==> config.mk <==
export PLATFORM = sky130hd
export DESIGN_NAME = regfile_sweeper
export DESIGN_NICKNAME = d
export VERILOG_FILES = /design/src/rtl/regfile_sweeper.sv
export SDC_FILE = /design/constraint.sdc
export NUM_CORES = 1
export LEC_CHECK = 0
export BUFFER_PORTS_ARGS = -buffer_cell sky130_fd_sc_hd__buf_2
export CORE_MARGIN = 4
export CORE_UTILIZATION = 53
export CTS_CLUSTER_SIZE = 10
export DETAILED_ROUTE_END_ITERATION = 12
export GPL_ROUTABILITY_DRIVEN = 0
export HOLD_SLACK_MARGIN = 0.1
export PLACE_DENSITY = 0.77
export SKIP_LAST_GASP = 1
export SYNTH_ARGS = -nofsm -noshare
export SYNTH_HDL_FRONTEND = slang
export SYNTH_SLANG_ARGS = --single-unit
==> constraint.sdc <==
create_clock -name CLK -period 4.7 [get_ports CLK]
set_clock_uncertainty 0.15 [all_clocks]
set_input_delay 0.705 -clock CLK [delete_from_list [all_inputs] [get_ports CLK]]
set_output_delay 0.705 -clock CLK [all_outputs]
set_load 0.05 [all_outputs]
==> src/rtl/regfile_sweeper.sv <==
// rtl/regfile_sweeper.sv - fill/scan access initiator for a NUM_REGS x REG_SIZE register file
module regfile_sweeper #(
    parameter int NUM_REGS   = 8,
    parameter int REG_SIZE   = 4,
    parameter int ADDR_SIZE  = 3,
    parameter int DWELL      = 4,
    parameter int DWELL_SIZE = 16
) (
    input  logic                  CLK,
    input  logic                  CLR,
    input  logic                  FILL,
    input  logic                  SCAN,
    input  logic [REG_SIZE-1:0]   SEED,
    output logic [ADDR_SIZE-1:0]  WA,
    output logic [REG_SIZE-1:0]   DIN,
    output logic                  WrEn,
    output logic [ADDR_SIZE-1:0]  RA,
    input  logic [REG_SIZE-1:0]   DOUT,
    output logic [ADDR_SIZE-1:0]  RD_ADDR,
    output logic [REG_SIZE-1:0]   RD_DATA,
    output logic                  VALID,
    output logic                  BUSY,
    output logic                  DONE
);

    typedef enum logic [1:0] {
        S_IDLE,
        S_FILL,
        S_SCAN
    } state_t;

    localparam logic [ADDR_SIZE-1:0]  LAST_ADDR  = ADDR_SIZE'(NUM_REGS - 1);
    localparam logic [DWELL_SIZE-1:0] LAST_DWELL = DWELL_SIZE'(DWELL - 1);

    state_t                 state;
    logic [DWELL_SIZE-1:0]  dwell;

    always_ff @(posedge CLK) begin
        if (CLR) begin
            state   <= S_IDLE;
            WA      <= '0;
            DIN     <= '0;
            WrEn    <= 1'b0;
            RA      <= '0;
            RD_ADDR <= '0;
            RD_DATA <= '0;
            VALID   <= 1'b0;
            BUSY    <= 1'b0;
            DONE    <= 1'b0;
            dwell   <= '0;
        end else begin
            VALID <= 1'b0;
            DONE  <= 1'b0;
            case (state)
                S_IDLE: begin
                    // FILL has priority when both commands are raised together
                    if (FILL) begin
                        state <= S_FILL;
                        WA    <= '0;
                        DIN   <= SEED;
                        WrEn  <= 1'b1;
                        BUSY  <= 1'b1;
                    end else if (SCAN) begin
                        state <= S_SCAN;
                        RA    <= '0;
                        dwell <= '0;
                        BUSY  <= 1'b1;
                    end
                end
                S_FILL: begin
                    if (WA == LAST_ADDR) begin
                        state <= S_IDLE;
                        WrEn  <= 1'b0;
                        BUSY  <= 1'b0;
                        DONE  <= 1'b1;
                    end else begin
                        WA  <= WA + 1'b1;
                        DIN <= DIN + 1'b1;
                    end
                end
                S_SCAN: begin
                    if (dwell == LAST_DWELL) begin
                        RD_DATA <= DOUT;
                        RD_ADDR <= RA;
                        VALID   <= 1'b1;
                        dwell   <= '0;
                        if (RA == LAST_ADDR) begin
                            state <= S_IDLE;
                            BUSY  <= 1'b0;
                            DONE  <= 1'b1;
                            RA    <= '0;
                        end else begin
                            RA <= RA + 1'b1;
                        end
                    end else begin
                        dwell <= dwell + 1'b1;
                    end
                end
                default: state <= S_IDLE;
            endcase
        end
    end

endmodule

==> impl_metrics.toml, run 1 <==
[sta]
setup_violations = 0
post-route-min-period_ns = 2.69
setup-tns-final_ns = 0
post-route-period-util_pct = 57.3
tightest_slew_ns = 0.831
postLayoutSetupSlackWorst_ns = 2.01
drv_slew = 0
hold_viol_final = 0
slew_headroom_pct = 44.5
rsz0062_at_grt = "no"
max_clock_freq_mhz = 371

[cts]
cts-buffers-inserted = 5
postCtsHoldBufs = 0
cts_tree = "yes"
path_clk_slew_ns = 0.08
clkLatencyLatePin_ns = 0.30
cts_setup_buffers = 0
ctsResizeCount = 0
clock_sinks = 39
htree_num_levels = 2
clockRootBuffer = "clkbuf_8"
cts_buffer_depth = 2

[grt]
grt_max_degree = 32
grt_util_all_layers_pct = 18.9
grt_pass1_wl_um = 7580
first_global_vias = 1679
grt.overflow.total = 0
antenna_found_initial = 0

[floorplan]
start_util_pct = 54.5
dieArea_sq_mm = 0.00481
die_w_um = 69.4
core-area_sq_mm = 0.00366
die-height_um = 69.4
ios = 33
placementRows = 22

[yosys]
ys_ff_latch = 39
syn_inst = 230
avgSynthCellArea_sq_um = 8.68
syn_nets = 252
ys_top_cells_by_area = "dfxtp_1 (39%), a21oi_1 (6.3%), ha_1 (6.3%)"
synth_cell_type_count = 44
synth_ff_type = "dfxtp_1"
netlist_area_sq_mm = 0.00200
synth_top_area_share_pct = 39.1
synth_edf_count = 0
yosys_warnings = 0
yosys.area.top_type = "dfxtp_1"
synthArstFlopShare_pct = 0
ys_seq_area_share_pct = 39.1

[drt]
ant_nets = 0
dr.pass1.iters = 4
drc = 0
routed_via_density = 5.86
wl_per_cell_um = 14.3
routed_wl_um = 4380
vias = 1800
drt_iter0_drc = 149

[setup_path]
critical_path_class = "flop to flop"
timing.critical_path.from_type = "flop"
startpoint = "state[0]"
reg2reg_from = "state[0]"
cp.required_ns = 4.77
cp_max_fo = 17
cpMostUsedCell = "inv_1"
cp-end-kind = "flop"
max_stage_delay_ns = 0.63
crit_chain = "inv_1, ha_1, inv_1, a41oi_2, o21bai_1, a21oi_1"
critPathArrivalTime_ns = 2.76
crit_buf_inv = 2
crit_family = "compound AO/OA/AOI/OAI gates"
critPathSlowestCell = "a41oi_2"

[power_and_ir_drop]
p_leak_nw = 0.861
irDropWorstVdd_uv = 309
powerDensity_mw_per_mm2 = 485

[layout]
nNetsFinal = 280
final_common_cell = "dfxtp_1"
drive_gt1_share_pct = 19.7
final_cell_mix = "dfxtp_1 (39), buf_2 (32), a21oi_1 (25)"
diodes = 0
area_growth_pct = 14.6

[worst_hold_path]
hold_path_startpoint = "BUSY"
hold_class = "flop to flop"

[place]
io_buffers = 32
post-place-ws_ns = 2.06
place_hpwl_um = 3080

[run]
cap_viol_max_count = 0

[outcome]
status = "completed"
final cells by class:
| cell class | count | area [sq um] |
|---|---|---|
| Multi-Input combinational cell | 173 | 1140 |
| Tap cell | 48 | 60.1 |
| Inverter | 7 | 26.3 |
| Clock buffer | 6 | 82.6 |
| Fill cell | 329 | 1370 |
| Timing Repair Buffer | 32 | 160 |
| Sequential cell | 39 | 781 |
| Clock inverter | 2 | 38.8 |
per-stage QoR:
| step | hold slack (ns) | power, mW | util (%) | area [sq um] | std cells |
|---|---|---|---|---|---|
| 6_report | 0.316 | 1.11 | 62.5 | 2290 | 307 |
| 5_1_grt | 0.353 | 1.17 | 62.5 | 2290 | 307 |
| 4_1_cts | 0.318 | 1.11 | 62.5 | 2290 | 307 |
| 3_5_place_dp | 0.307 | 0.814 | 59.2 | 2170 | 299 |
| 3_3_place_gp | 0.304 | 0.804 | 59.2 | 2170 | 299 |
| 2_1_floorplan | 0.299 | 0.728 | - | 2000 | 230 |
flip-flops by register name, indices dropped and copies added, names as in the netlist:
signal	count
dwell	16
DIN	4
RD_DATA	4
RA	3
RD_ADDR	3
WA	3
state	2
BUSY	1
DONE	1
VALID	1
WrEn	1
layer usage:
metal  up-vias  part of all wire, %  track usage [%]
li1        908                    -                -
met1       843                   48             26.0
met2        43                   46             28.9
met3         6                  4.7             4.64
met4         0                 0.82             6.51
met5         -                    0                0
worst register-to-register path, cell delays in order (launching register included):
cell	delay [ns]
dfxtp_1	0.33
inv_1	0.10
ha_1	0.47
inv_1	0.28
a41oi_2	0.63
o21bai_1	0.43
a21oi_1	0.23
logic make-up (layout without fill, tap and decap cells):
logic type,count (synthesis),in the layout,synth area share (%)
simple gates,91,91,27.3
compound gates,67,67,21.2
flops,39,39,39.1
buf+inv,18,47,3.82
fa+ha+maj,10,10,6.27
xor+xnor,4,4,1.76
mux,1,1,0.502
path summary, 6_finish.rpt:
| kind | slack [ns] | depth (start not counted) | to |
|---|---|---|---|
| max | 2.01 | 6 | dwell[12] |
| min | 0.32 | 2 | BUSY |
| max reg2reg | 2.01 | 6 | dwell[12] |
| min reg2reg | 0.32 | 2 | BUSY |
cell usage after synthesis (2+ instances only):
cell	n
ha_1	10
o21ai_0	18
nand3_1	18
and4_1	2
a21oi_1	25
a211oi_1	4
nand4_1	8
a22oi_1	2
or3_1	5
o211ai_1	2
nor2b_1	5
nor3_1	2
nor4_2	2
nand2_1	15
nor2_1	14
xnor2_1	4
o31ai_1	5
nand2b_1	3
dfxtp_1	39
inv_1	7
or4_1	6
buf_2	4
a31oi_1	3
clkbuf_1	6
nand3b_1	2
report_power, final:
part	internal [mW]	switching (mW)	leakage, nW	total, mW
Combinational	0.125	0.295	0.483	0.420
Clock	0.175	0.124	0.0618	0.298
Sequential	0.364	0.0274	0.316	0.391
(Power assumes the default switching activity.)
==> run 2: changes to the inputs <==
- CORE_UTILIZATION: 53 -> 50
- PLACE_DENSITY: 0.77 -> 0.76
- clock period: 4.7 -> 2.35 ns (I/O delays scaled with it)
==> run 2 against run 1 <==
  * Non-clock buffer count up 6
  * Routed wire length fell by 4.4%
  * Maximum frequency up 26%
  * Sequential share of layout area decreased by 0.48 points
  * Via count down 1.1%
==> impl_metrics.toml, run 2 (same netlist as run 1, synthesis figures left out) <==
[place]
post-place-ws_ns = 0.172
dpl_cell_area_sq_mm = 0.00221
place_hpwl_um = 2950
io_buffers = 32
dp_cells = 305

[floorplan]
placementRows = 22
dieArea_sq_mm = 0.00507
start_util_pct = 52.9
core-area_sq_mm = 0.00377
die_w_um = 71.2
ios = 33
die-height_um = 71.2

[cts]
cts_buffer_depth = 2
clkLatencyLatePin_ns = 0.29
clock_sinks = 39
htree_num_levels = 2
cts_setup_buffers = 0
cts-buffers-inserted = 5
cts_tree = "yes"
path_clk_slew_ns = 0.08
clockRootBuffer = "clkbuf_8"

[grt]
grt_max_degree = 32
grt_pass1_wl_um = 7380
first_global_vias = 1645
antenna_found_initial = 0
grt.overflow.total = 0
grt_util_all_layers_pct = 17.9

[power_and_ir_drop]
irDropWorstVdd_uv = 608
seq_power_share_pct = 35.4
power.switching_mw = 0.879
p_sw_share_pct = 39.8
powerDensity_mw_per_mm2 = 952
p_int_mw = 1.33
fin_total_pwr_mw = 2.21
p_leak_nw = 0.878
combPwrFrac_pct = 39.9
clock_power_share_pct = 24.7

[drt]
routed_via_density = 5.71
wl_per_cell_um = 13.4
ant_nets = 0
dr.pass1.iters = 4
vias = 1781
routed_wl_um = 4190
drt_iter0_drc = 109
drc = 0

[layout]
fillers = 333
multi_input_area_sq_mm = 0.00114
final_common_cell = "dfxtp_1"
diodes = 0
final_cell_mix = "dfxtp_1 (39), buf_2 (32), a21oi_1 (25)"
nNetsFinal = 286
area_growth_pct = 16.2
finish.utilization_pct = 61.5
largest_reg_flops = 16
seqCellArea_sq_um = 781
top_regs = "dwell (16), DIN (4), RD_DATA (4)"
instances_no_fill = 312
fin_area_sq_mm = 0.00232
drive_gt1_share_pct = 21.6
top_register = "dwell"

[setup_path]
critical_path_class = "flop to flop"
cp_max_fo = 9
cp.required_ns = 2.41
timing.critical_path.from_type = "flop"
critPathArrivalTime_ns = 2.20
cp-end-kind = "flop"

[run]
cap_viol_max_count = 0

[sta]
postLayoutSetupSlackWorst_ns = 0.205
post-route-period-util_pct = 91.3
drv_slew = 0
setup-tns-final_ns = 0
post-route-min-period_ns = 2.15
tightest_slew_ns = 0.553
slew_headroom_pct = 63.1
hold_slack_ns = 0.152
rsz0062_at_grt = "no"
setup_violations = 0
max_clock_freq_mhz = 466
hold_viol_final = 0

[worst_hold_path]
hold_class = "primary input to flop"

[outcome]
status = "completed"
[run 2: cell types whose count changed in the layout (fill, tap and decap cells not counted)]
cell,change
clkinvlp_4,+1
ha_1,-1
buf_4,+6
ha_2,+1
clkbuf_8,-1
inv_6,-1
[run 2: power groups by stage]
stage	clock network [mW]	registers [mW]	logic [mW]
5_1_grt	0.582	0.795	0.964
3_3_place_gp	0	0.796	0.866
2_1_floorplan	0	0.959	0.497
4_1_cts	0.557	0.782	0.881
3_5_place_dp	0	0.795	0.878
6_report	0.545	0.783	0.881
[run 2: timing repair]
| action | in CTS | in global routing |
|---|---|---|
| endpoints found under the setup margin | 0 | 1 |
| hold buffers | 0 | 0 |
| gates resized for setup | 0 | 1 |
[run 2: area by class of cell]
cell class / count / area share, %
Clock buffer: 5 / 2.97
Clock inverter: 2 / 1.62
Inverter: 7 / 1.13
Multi-Input combinational cell: 173 / 49.2
Sequential cell: 39 / 33.7
Tap cell: 48 / 2.59
Timing Repair Buffer: 38 / 8.85
[run 2: routing by layer]
layer | track usage (%) | routed length [um]
met2 | 28.3 | 1890
met1 | 23.6 | 2030
met3 | 4.40 | 204
met5 | 0 | 0
met4 | 6.26 | 61
[run 2: critical path: stages, from the launching register on]
cell	delay (ns)
dfxtp_1	0.37
ha_1	0.19
nor4b_4	0.25
a41oi_2	0.27
buf_4	0.25
or4_1	0.50
o31ai_1	0.08
[run 2: final timing paths]
path	start	cells past startpoint	slack (ns)	end
setup / recovery	dwell[0]	6	0.20	state[0]
hold / removal	DOUT[3]	3	0.15	RD_DATA[3]
setup reg to reg	dwell[0]	6	0.20	state[0]
hold reg to reg	BUSY	2	0.31	BUSY
==> run 3: changes to the inputs <==
- CORE_ASPECT_RATIO: default -> 0.6
==> run 3 against run 2 <==
  * Largest power group unchanged
  * Sequential power about the same
  * Sequential share of layout area increased by 0.55 points
  * Critical path type unchanged
  * Global-route usage rose by 0.32 points
  * Cell count down 0.96%
  * Highest routed layer unchanged
==> impl_metrics.toml, run 3 (same netlist as run 1, synthesis figures left out) <==
[outcome]
status = "completed"

[layout]
fillers = 357
final_common_cell = "dfxtp_1"
final_cell_mix = "dfxtp_1 (39), buf_2 (32), a21oi_1 (25)"
area_growth_pct = 14.4
top_regs = "dwell (16), DIN (4), RD_DATA (4)"
diodes = 0
nNetsFinal = 284
largest_reg_flops = 16
finish.utilization_pct = 60.6
drive_gt1_share_pct = 20.6
top_register = "dwell"

[power_and_ir_drop]
power.switching_mw = 0.894
fin_total_pwr_mw = 2.13
seq_power_share_pct = 36.8
combPwrFrac_pct = 42.2
powerDensity_mw_per_mm2 = 934
p_int_mw = 1.24
irDropWorstVdd_uv = 632
clock_power_share_pct = 21.0
p_sw_share_pct = 41.9
p_leak_nw = 0.866

[grt]
first_global_vias = 1468
grt_max_degree = 32
grt.overflow.total = 0
grt_util_all_layers_pct = 18.2
antenna_found_initial = 0
grt_pass1_wl_um = 7290

[sta]
drv_slew = 0
slew_headroom_pct = 56.9
setup-tns-final_ns = 0
post-route-min-period_ns = 2.18
max_clock_freq_mhz = 459
tightest_slew_ns = 0.631
rsz0062_at_grt = "no"
hold_viol_final = 0
post-route-period-util_pct = 92.7
setup_violations = 0

[cts]
cts_buffer_depth = 2
cts-buffers-inserted = 5
path_clk_slew_ns = 0.07
cts_setup_buffers = 0
ctsResizeCount = 0
htree_num_levels = 2
cts_tree = "yes"
clkLatencyLatePin_ns = 0.28
postCtsHoldBufs = 0
clockRootBuffer = "clkbuf_8"
clock_sinks = 39

[drt]
wl_per_cell_um = 14.4
vias = 1811
top_layer = "met4"
drt_iter0_drc = 115
dr.pass1.iters = 4
route.met2.wl_um = 1670
routed_wl_um = 4460
wl_met3_um = 268
ant_nets = 0
drc = 0
wirelength_met1_um = 2490
routed_via_density = 5.86

[floorplan]
die-height_um = 56.9
ios = 33
die_w_um = 89.6
start_util_pct = 53.0
core-area_sq_mm = 0.00376
placementRows = 17
dieArea_sq_mm = 0.00510

[setup_path]
reg2reg_slack_ns = 0.17
critPathSlowestCell = "or4_1"
timing.critical_path.from_type = "flop"
cp-end-kind = "flop"
reg2reg_depth = 6
cp.required_ns = 2.42
max_stage_delay_ns = 0.50
cp_max_fo = 7
reg2reg_from = "state[0]"
r2r_end = "dwell[15]"
critPathArrivalTime_ns = 2.25
critical_path_class = "flop to flop"
crit_chain = "inv_1, ha_1, nand2b_4, a211o_4, or4_1, a21oi_1"

[worst_hold_path]
hold_path_startpoint = "DOUT[0]"
whs_path_depth = 3
min_to = "RD_DATA[0]"
hold_class = "primary input to flop"

[run]
cap_viol_max_count = 0

[place]
place_hpwl_um = 3280
io_buffers = 32
[run 3: changes by cell type in the layout (fill, tap and decap cells not counted)]
cell,delta
ha_2,-1
buf_4,-2
ha_1,+1
bufinv_16,-1
clkbuf_8,+1
clkinvlp_4,-1
clkinv_2,+1
[run 3: how the worst max path moves through the flow]
stage	cells after the start	slack [ns]	endpoint	start
after floorplan	6	0.27	BUSY	WA[0]
after global placement	6	0.24	dwell[15]	state[0]
after detailed placement	6	0.19	dwell[15]	state[0]
after CTS	6	0.18	dwell[15]	state[0]
after global routing	5	0.05	BUSY	dwell[0]
final	6	0.17	dwell[15]	state[0]
[run 3: routing by layer]
metal	track usage, %	vias up
met5	0	-
li1	-	915
met1	30.0	846
met4	6.37	0
met3	4.62	2
met2	21.8	48
[run 3: through the flow]
stage	std cells	worst slack (ns)	hold WS, ns	cell area [sq um]
finish	309	0.171	0.166	2280
global route	309	0.0479	0.166	2280
CTS	309	0.180	0.157	2280
detailed placement	302	0.187	0.312	2190
global placement	302	0.238	0.300	2190
floorplan	230	0.269	0.299	2000
[run 3: cell type report]
cell class | count | area [sq um] | area share [%]
well taps | 47 | 58.8 | 2.58
multi-input cells | 173 | 1140 | 49.9
repair buffers | 36 | 190 | 8.33
inverters | 7 | 26.3 | 1.15
clock buffers | 6 | 82.6 | 3.62
clock inverters | 1 | 5.00 | 0.219
flip-flops and latches | 39 | 781 | 34.2
[run 3: power groups by stage]
stage               clock network [mW]  registers (mW)  logic, mW
floorplan                            0           0.959      0.497
global placement                     0           0.797      0.867
detailed placement                   0           0.800      0.884
CTS                              0.460           0.785      0.887
global route                     0.487           0.795      0.971
finish                           0.448           0.784      0.900
[run 3: worst max-delay path: cells and delay by family (launching register included)]
kind                     cells  cell delay, ns
adder cells (fa/ha/maj)      1            0.31
flip-flops                   1            0.36
buffers and inverters        1            0.08
AO/OA/AOI/OAI                2            0.50
AND/OR/NAND/NOR              2            0.71
